--- src/rtl/l2_cacheline_adapter.sv ---
// Memory-side responder for the L2 pmem port: turns one cache-line fill or
// write-back into a fixed-length burst of s_line/s_beat little-endian beats.
module l2_cacheline_adapter #(
   parameter int unsigned s_offset = 5,
   parameter int unsigned s_line   = 256,
   parameter int unsigned s_beat   = 64
) (
   input  logic              clk,
   input  logic              reset,
   input  logic [31:0]       line_address,
   input  logic              line_read,
   input  logic              line_write,
   input  logic [s_line-1:0] line_wdata,
   output logic [s_line-1:0] line_rdata,
   output logic              line_resp,
   output logic [31:0]       burst_address,
   output logic              burst_read,
   output logic              burst_write,
   output logic [s_beat-1:0] burst_wdata,
   input  logic [s_beat-1:0] burst_rdata,
   input  logic              burst_resp
);

   localparam int unsigned beats = s_line / s_beat;
   localparam int unsigned cnt_w = (beats > 1) ? $clog2(beats) : 1;
   localparam logic [31:0] off_mask = (32'd1 << s_offset) - 32'd1;
   localparam logic [cnt_w-1:0] last_beat = cnt_w'(beats - 1);

   typedef enum logic [1:0] {
      IDLE,
      READ,
      WRITE,
      DONE
   } state_e;

   state_e            state_q;
   logic [cnt_w-1:0]  count_q;
   logic [31:0]       addr_q;
   logic [s_line-1:0] wdata_q;
   logic [s_line-1:0] rdata_q;
   logic              line_resp_q;
   logic              burst_read_q;
   logic              burst_write_q;
   logic [s_beat-1:0] burst_wdata_d;

   // NOTE: wide data registers are reset too, because the reset state of
   // burst_address, burst_wdata and line_rdata is externally visible.
   always_ff @(posedge clk or negedge reset) begin
      if (!reset) begin
         state_q       <= IDLE;
         count_q       <= '0;
         addr_q        <= '0;
         wdata_q       <= '0;
         rdata_q       <= '0;
         line_resp_q   <= 1'b0;
         burst_read_q  <= 1'b0;
         burst_write_q <= 1'b0;
      end else begin
         // NOTE: non-blocking assignments throughout, so every branch sees the
         // pre-edge values of state_q and count_q.
         case (state_q)
            IDLE: begin
               // Write wins a tie; a still-held read is picked up in a later IDLE.
               if (line_write) begin
                  state_q       <= WRITE;
                  burst_write_q <= 1'b1;
                  addr_q        <= line_address & ~off_mask;
                  wdata_q       <= line_wdata;
                  count_q       <= '0;
               end else if (line_read) begin
                  state_q      <= READ;
                  burst_read_q <= 1'b1;
                  addr_q       <= line_address & ~off_mask;
                  count_q      <= '0;
               end
            end
            READ: begin
               if (burst_resp) begin
                  for (int b = 0; b < beats; b++) begin
                     if (count_q == cnt_w'(b)) rdata_q[b*s_beat +: s_beat] <= burst_rdata;
                  end
                  count_q <= count_q + 1'b1;
                  if (count_q == last_beat) begin
                     state_q      <= DONE;
                     count_q      <= '0;
                     burst_read_q <= 1'b0;
                     line_resp_q  <= 1'b1;
                  end
               end
            end
            WRITE: begin
               if (burst_resp) begin
                  count_q <= count_q + 1'b1;
                  if (count_q == last_beat) begin
                     state_q       <= DONE;
                     count_q       <= '0;
                     burst_write_q <= 1'b0;
                     line_resp_q   <= 1'b1;
                  end
               end
            end
            DONE: begin
               state_q     <= IDLE;
               line_resp_q <= 1'b0;
            end
            default: begin
               state_q       <= IDLE;
               count_q       <= '0;
               line_resp_q   <= 1'b0;
               burst_read_q  <= 1'b0;
               burst_write_q <= 1'b0;
            end
         endcase
      end
   end

   // Write beat follows the counter, so it holds naturally through wait states.
   always_comb begin
      burst_wdata_d = '0;
      for (int b = 0; b < beats; b++) begin
         if (count_q == cnt_w'(b)) burst_wdata_d = wdata_q[b*s_beat +: s_beat];
      end
   end

   assign line_rdata    = rdata_q;
   assign line_resp     = line_resp_q;
   assign burst_address = addr_q;
   assign burst_read    = burst_read_q;
   assign burst_write   = burst_write_q;
   assign burst_wdata   = burst_wdata_d;

endmodule

--- config.mk ---
export PLATFORM = sky130hd
export DESIGN_NAME = l2_cacheline_adapter
export DESIGN_NICKNAME = d
export VERILOG_FILES = /design/src/rtl/l2_cacheline_adapter.sv
export SDC_FILE = /design/constraint.sdc
export NUM_CORES = 1
export LEC_CHECK = 0
export CORE_AREA = 3 3 274 276
export CTS_BUF_LIST = sky130_fd_sc_hd__clkbuf_4 sky130_fd_sc_hd__clkbuf_8 sky130_fd_sc_hd__clkbuf_16
export DETAILED_ROUTE_END_ITERATION = 8
export DIE_AREA = 0 0 277 279
export SYNTH_ARGS = -nofsm -noshare
export SYNTH_HDL_FRONTEND = slang
export SYNTH_SLANG_ARGS = --single-unit
--- constraint.sdc ---
create_clock -name clk -period 3.2 [get_ports clk]
set_input_delay 0.48 -clock clk [delete_from_list [all_inputs] [get_ports clk]]
set_output_delay 0.48 -clock clk [all_outputs]
set_load 0.1 [all_outputs]
Word level (Yosys, flattened, before mapping)
Index checks and enable logic that the tools add are counted.
Cells by class
  equal/unequal tests: 16
  add/sub/neg operators: 1
  muxes and demuxes: 26
  reduce and logical (&&, ||, !) cells: 19
Operators by type and width (number)
  $mux W64: 4
  $mux W32: 2
  $reduce_and A3 Y1: 7
  $mux W2: 8
  $ne A2 B2 Y1 const B: 7
  $reduce_bool A2 Y1: 5
  $eq A2 B2 Y1 const B: 4
  $mux W1: 7
  $pmux W1 S2: 3
  $pmux W2 S3: 1
  $reduce_and A5 Y1: 1
  $eq A2 B1 Y1 const B: 2
  $logic_not A2 Y1: 2
  $ne A2 B1 Y1 const B: 2
  $pmux W2 S2: 1
  $reduce_and A2 Y1: 2
  $reduce_and A4 Y1: 1
  $ne A3 B3 Y1 const B: 1
  $add A2 B1 Y2 const B: 1
  $reduce_or A2 Y1: 1
Storage, ports and cells
  flip-flop bits (word level): 551
  output and inout bits: 355
  input bits: 357
  logic and storage cells: 73

Logic depth before layout (Yosys ltp)
Gate-level depths: netlist (run 1).
  depth in word-level cells: 5
  gate-level depth with buffers: 8
  mapped depth without buffers: 5

Worst setup path after synthesis (run 1)
No wires, ideal clock.
  path type: register -> output
  from: reg count_q[0]
  to: out burst_wdata[26]
  path slack: 0.577 ns
  stages on the path, launching flop included: 8
  arrival: 2.143 ns
  required time: 2.720 ns
  buffers on the path: 2
  cells stage by stage: dfrtp_1 inv_1 ha_1 clkbuf_1 clkbuf_1 a21oi_1 o21ai_0 a22o_1
On the way
  cells in the longest elaborated chain, start to end: 5
  elaborated cells on any way between the ends: 8
  those cells by class: eq/ne: 3; mux: 4; reduce/logical: 1
Ends and longest elaborated chain
  from (decl): line 37  | logic [cnt_w-1:0] count_q;
  from (signal assigned): line 82  | count_q <= count_q + 1'b1;
  from (signal assigned): line 93  | count_q <= count_q + 1'b1;
  $logic_not A2 Y1: line 121  | if (count_q == cnt_w'(b)) burst_wdata_d = wdata_q[b*s_beat +: s_beat];
  $mux W64 (3 in a row): line 121
  $mux W64 (*): line 121
  to (decl): line 19  | output logic [s_beat-1:0] burst_wdata,
Mark *: on every way between the ends. The rest lies on a longest branch, timed or not.

Final worst setup path (run 1)
  from: reg count_q[1]
  to: out burst_wdata[30]
The elaborated chain is that of the path after synthesis.

==> results of run 1 <==
[logic make-up after synthesis]
logic type,Yosys count,synth area share
other,1,0.000166
AOI/OAI and AO/OA,329,0.0850
adders and majority gates,12,0.00664
and+or+nand+nor,140,0.0250
buffers and inverters,189,0.0384
muxes,483,0.240
DFF,546,0.605
[worst max-delay path by stage]
stage / depth (start not counted) / to / start / slack (ps)
2_1_floorplan: 7 / burst_wdata[26] / count_q[0] / 580
3_3_place_gp: 4 / line_rdata[68] / burst_resp / 480
3_5_place_dp: 4 / line_rdata[98] / burst_resp / 480
4_1_cts: 7 / burst_wdata[29] / count_q[0] / 30
5_1_grt: 5 / burst_wdata[13] / count_q[0] / 20
6_report: 8 / burst_wdata[30] / count_q[1] / 100
[synth_stat cells (all sizes together) (4+ instances only)]
library cell / n
a21oi: 128
a22o: 64
buf: 83
clkbuf: 36
dfrtp: 546
ha: 12
inv: 70
mux2: 475
mux2i: 8
nand2: 131
nand3: 4
o21ai: 130
[per-stage QoR]
stage	setup slack (ps)	cells	cell area, um2	hold WS, ps
6_report	96.7	3415	33200	427
5_1_grt	18.8	3413	33200	413
4_1_cts	26.5	3403	33100	387
3_5_place_dp	476	3289	30900	492
3_3_place_gp	479	3289	30900	488
2_1_floorplan	577	1704	22600	184
[cell type report]
type                       count  area, um2
sequential                   546      13700
clock inverter                19        235
fill                        6560      39700
timing repair buffer         752       7740
antenna                        9       22.5
tap                          959       1200
multi-input combinational    969       8170
clock buffer                  91       1880
inverter                      70        263
[routing by layer]
| layer | GRT usage | part of all wire | up-vias |
|---|---|---|---|
| met4 | 0.0707 | 0.036 | 2 |
| met2 | 0.306 | 0.49 | 568 |
| met1 | 0.215 | 0.39 | 8129 |
| li1 | - | - | 7356 |
| met3 | 0.0604 | 0.078 | 130 |
| met5 | 0 | 0.00017 | - |
[sequential cells by signal (all words and copies together), names as in the netlist]
register,cells
burst_address,27
burst_read,1
burst_write,1
count_q,2
line_rdata,256
line_resp,1
state_q,2
wdata_q,256
[repair_timing]
action | CTS | global route
hold buffers | 1 | 0
gates cloned | 1 | 0
endpoints found under the hold margin | 45 | 0
setup buffers | 2 | 3
setup endpoints to repair | 17 | 26
gates resized for setup | 3 | 2
[worst reg2reg max path: stages, from the launching register on]
cell	delay (ps)
dfrtp_1	460
inv_1	170
ha_4	200
buf_4	170
buf_16	180
nand3_4	60
buf_4	740
mux2_2	540
==> results by group, run 1 <==
Worst setup path
  – Crit path DAT: between 2000 and 3000 ps
  – Setup Crit Path Kind: flip-flop to primary output
  – Worst path required time: 2720 ps
  – Critical-path cell list: inv_1 -> ha_4 -> buf_12 -> buf_4 -> a21oi_1 -> o21ai_0 -> a22o_1 -> buf_12
  – Maximum fanout along the worst path: 9
  – CP Launch Type: flip-flop
  – Worst reg2reg path startpoint: count_q[1]
  – R2r setup slk: 590 ps
  – Crit path max-delay cell type: dfrtp_1
  – CP top delay family: buffers and inverters
  – Endpoint of the worst-slack reg-to-reg timing path: line_rdata[74]
  – Crit. End Element: primary output
  – Worst reg2reg path depth: 7
  – Critical path buffers and inverters: 4
  – Most used cell along the critical path: buf_12
  – Crit path largest cell delay: 460 ps

Floorplan
  – Die H: 279 um
  – Die area: roughly 0.077 mm2
  – Cell row count: between 90 and 100
  – Initial core utilization: 0.310
  – I/O pin count: 712
  – Core Box Area: 0.0728 mm2
  – Die Span X: between 200 and 300 um

Global routing
  – Tot GR Track Use: 0.182
  – Largest net degree at the start of global routing: ~100
  – Grt ovf: 0
  – Initial antenna violation count: 11
  – First-pass GRT wire length: 109,000 um
  – Vias in the first global route: 17,600

Detailed routing
  – Average wire per standard cell: 21.3 um
  – Pre-Repair DR Iteration Count: 4
  – DRT antenna net count: 0
  – Vias per cell: 4.74
  – Residual DRC count: 0
  – Total vias in the final route: 16,200
  – Final wirelength: 72,600 um
  – Initial drt markers: 854

CTS
  – H-tree depth: 2
  – TritonCTS clock tree: built
  – Clk pin slew, worst setup/hold paths: about 60 ps
  – Clk buf depth: 3
  – Clock sink total: roughly 550
  – Clock Latency Late Sink: 610 ps
  – Num CTS Buffers: 61
  – Clk root buf: clkbuf_16

Synthesis
  – Yosys top cell by area: dfrtp_1
  – Synth top area cells: dfrtp_1 60%, mux2_2 24%, o21ai_0 2.9%
  – #FFs+latches synth: about 550
  – Seq/Total Area, Yosys: 0.605
  – Average size of a mapped cell: 13.3 um2
  – Synthesis Warnings: 0
  – Ys flop type: dfrtp_1
  – Synth unique cells: 27
  – Cell count after synthesis: 1,700
  – Synth async-reset ratio: 1.00
  – Proportion of netlist area held by the largest area contributor: 0.605
  – Cell area after synthesis: 0.0226 mm2
  – Number of synthesized flops with an enable pin: 0

STA
  – Worst-margin pin slew: between 1000 and 1500 ps
  – Final Hold Viols: 0
  – Final Skew: 29.7 ps
  – Final period util: 0.970
  – Final setup fails: 0
  – Total Neg Setup Slack: 0 ps
  – Max Slew Vio Count: 0
  – Slew margin rel.: 0.279
  – RSZ-0062 raised after global routing: false
  – Tmin final: just over 3000 ps
  – Fmax achieved: 322 MHz

Min path
  – HP Start: line_wdata[166]
  – WHS Path Cells: 3
  – Hold EP: wdata_q[166]
  – Worst hold path class: input pin to flip-flop

Placement
  – Dpl hpwl: 51,100 um
  – PortBufs: 701
  – GPL Wtd Cong: 0.832

Layout
  – Area delta synth->final: 46.8%
  – Most frequent cells in the layout: 546 x dfrtp_1, 475 x mux2_2, 413 x clkdlybuf4s50_1
  – Layout cells sized above 1: 0.383
  – Final #Nets: ~2,800
  – Finished Core Util: 0.455
  – Commonest non-fill, non-tap cell in the layout: dfrtp_1

Run
  – Max Cap Viol: 0

Outcome
  – Status: finished, final reports clean
Power of run 1 is left out: the tool's default activity adds up to more than one toggle a clock period on the data nets, which glitch-free logic cannot reach.
==> inputs of run 2 (changes only) <==
- SLEW_MARGIN: default -> 20
==> results of run 2 <==
Final layout, timing and power as in run 1 (identical DEF).
Power of run 2 is left out for the same reason.
==> inputs of run 3 (changes only) <==
- CAP_MARGIN: default -> 10
==> results of run 3 <==
Final layout, timing and power as in run 1 (identical DEF).
Power of run 3 is left out for the same reason.
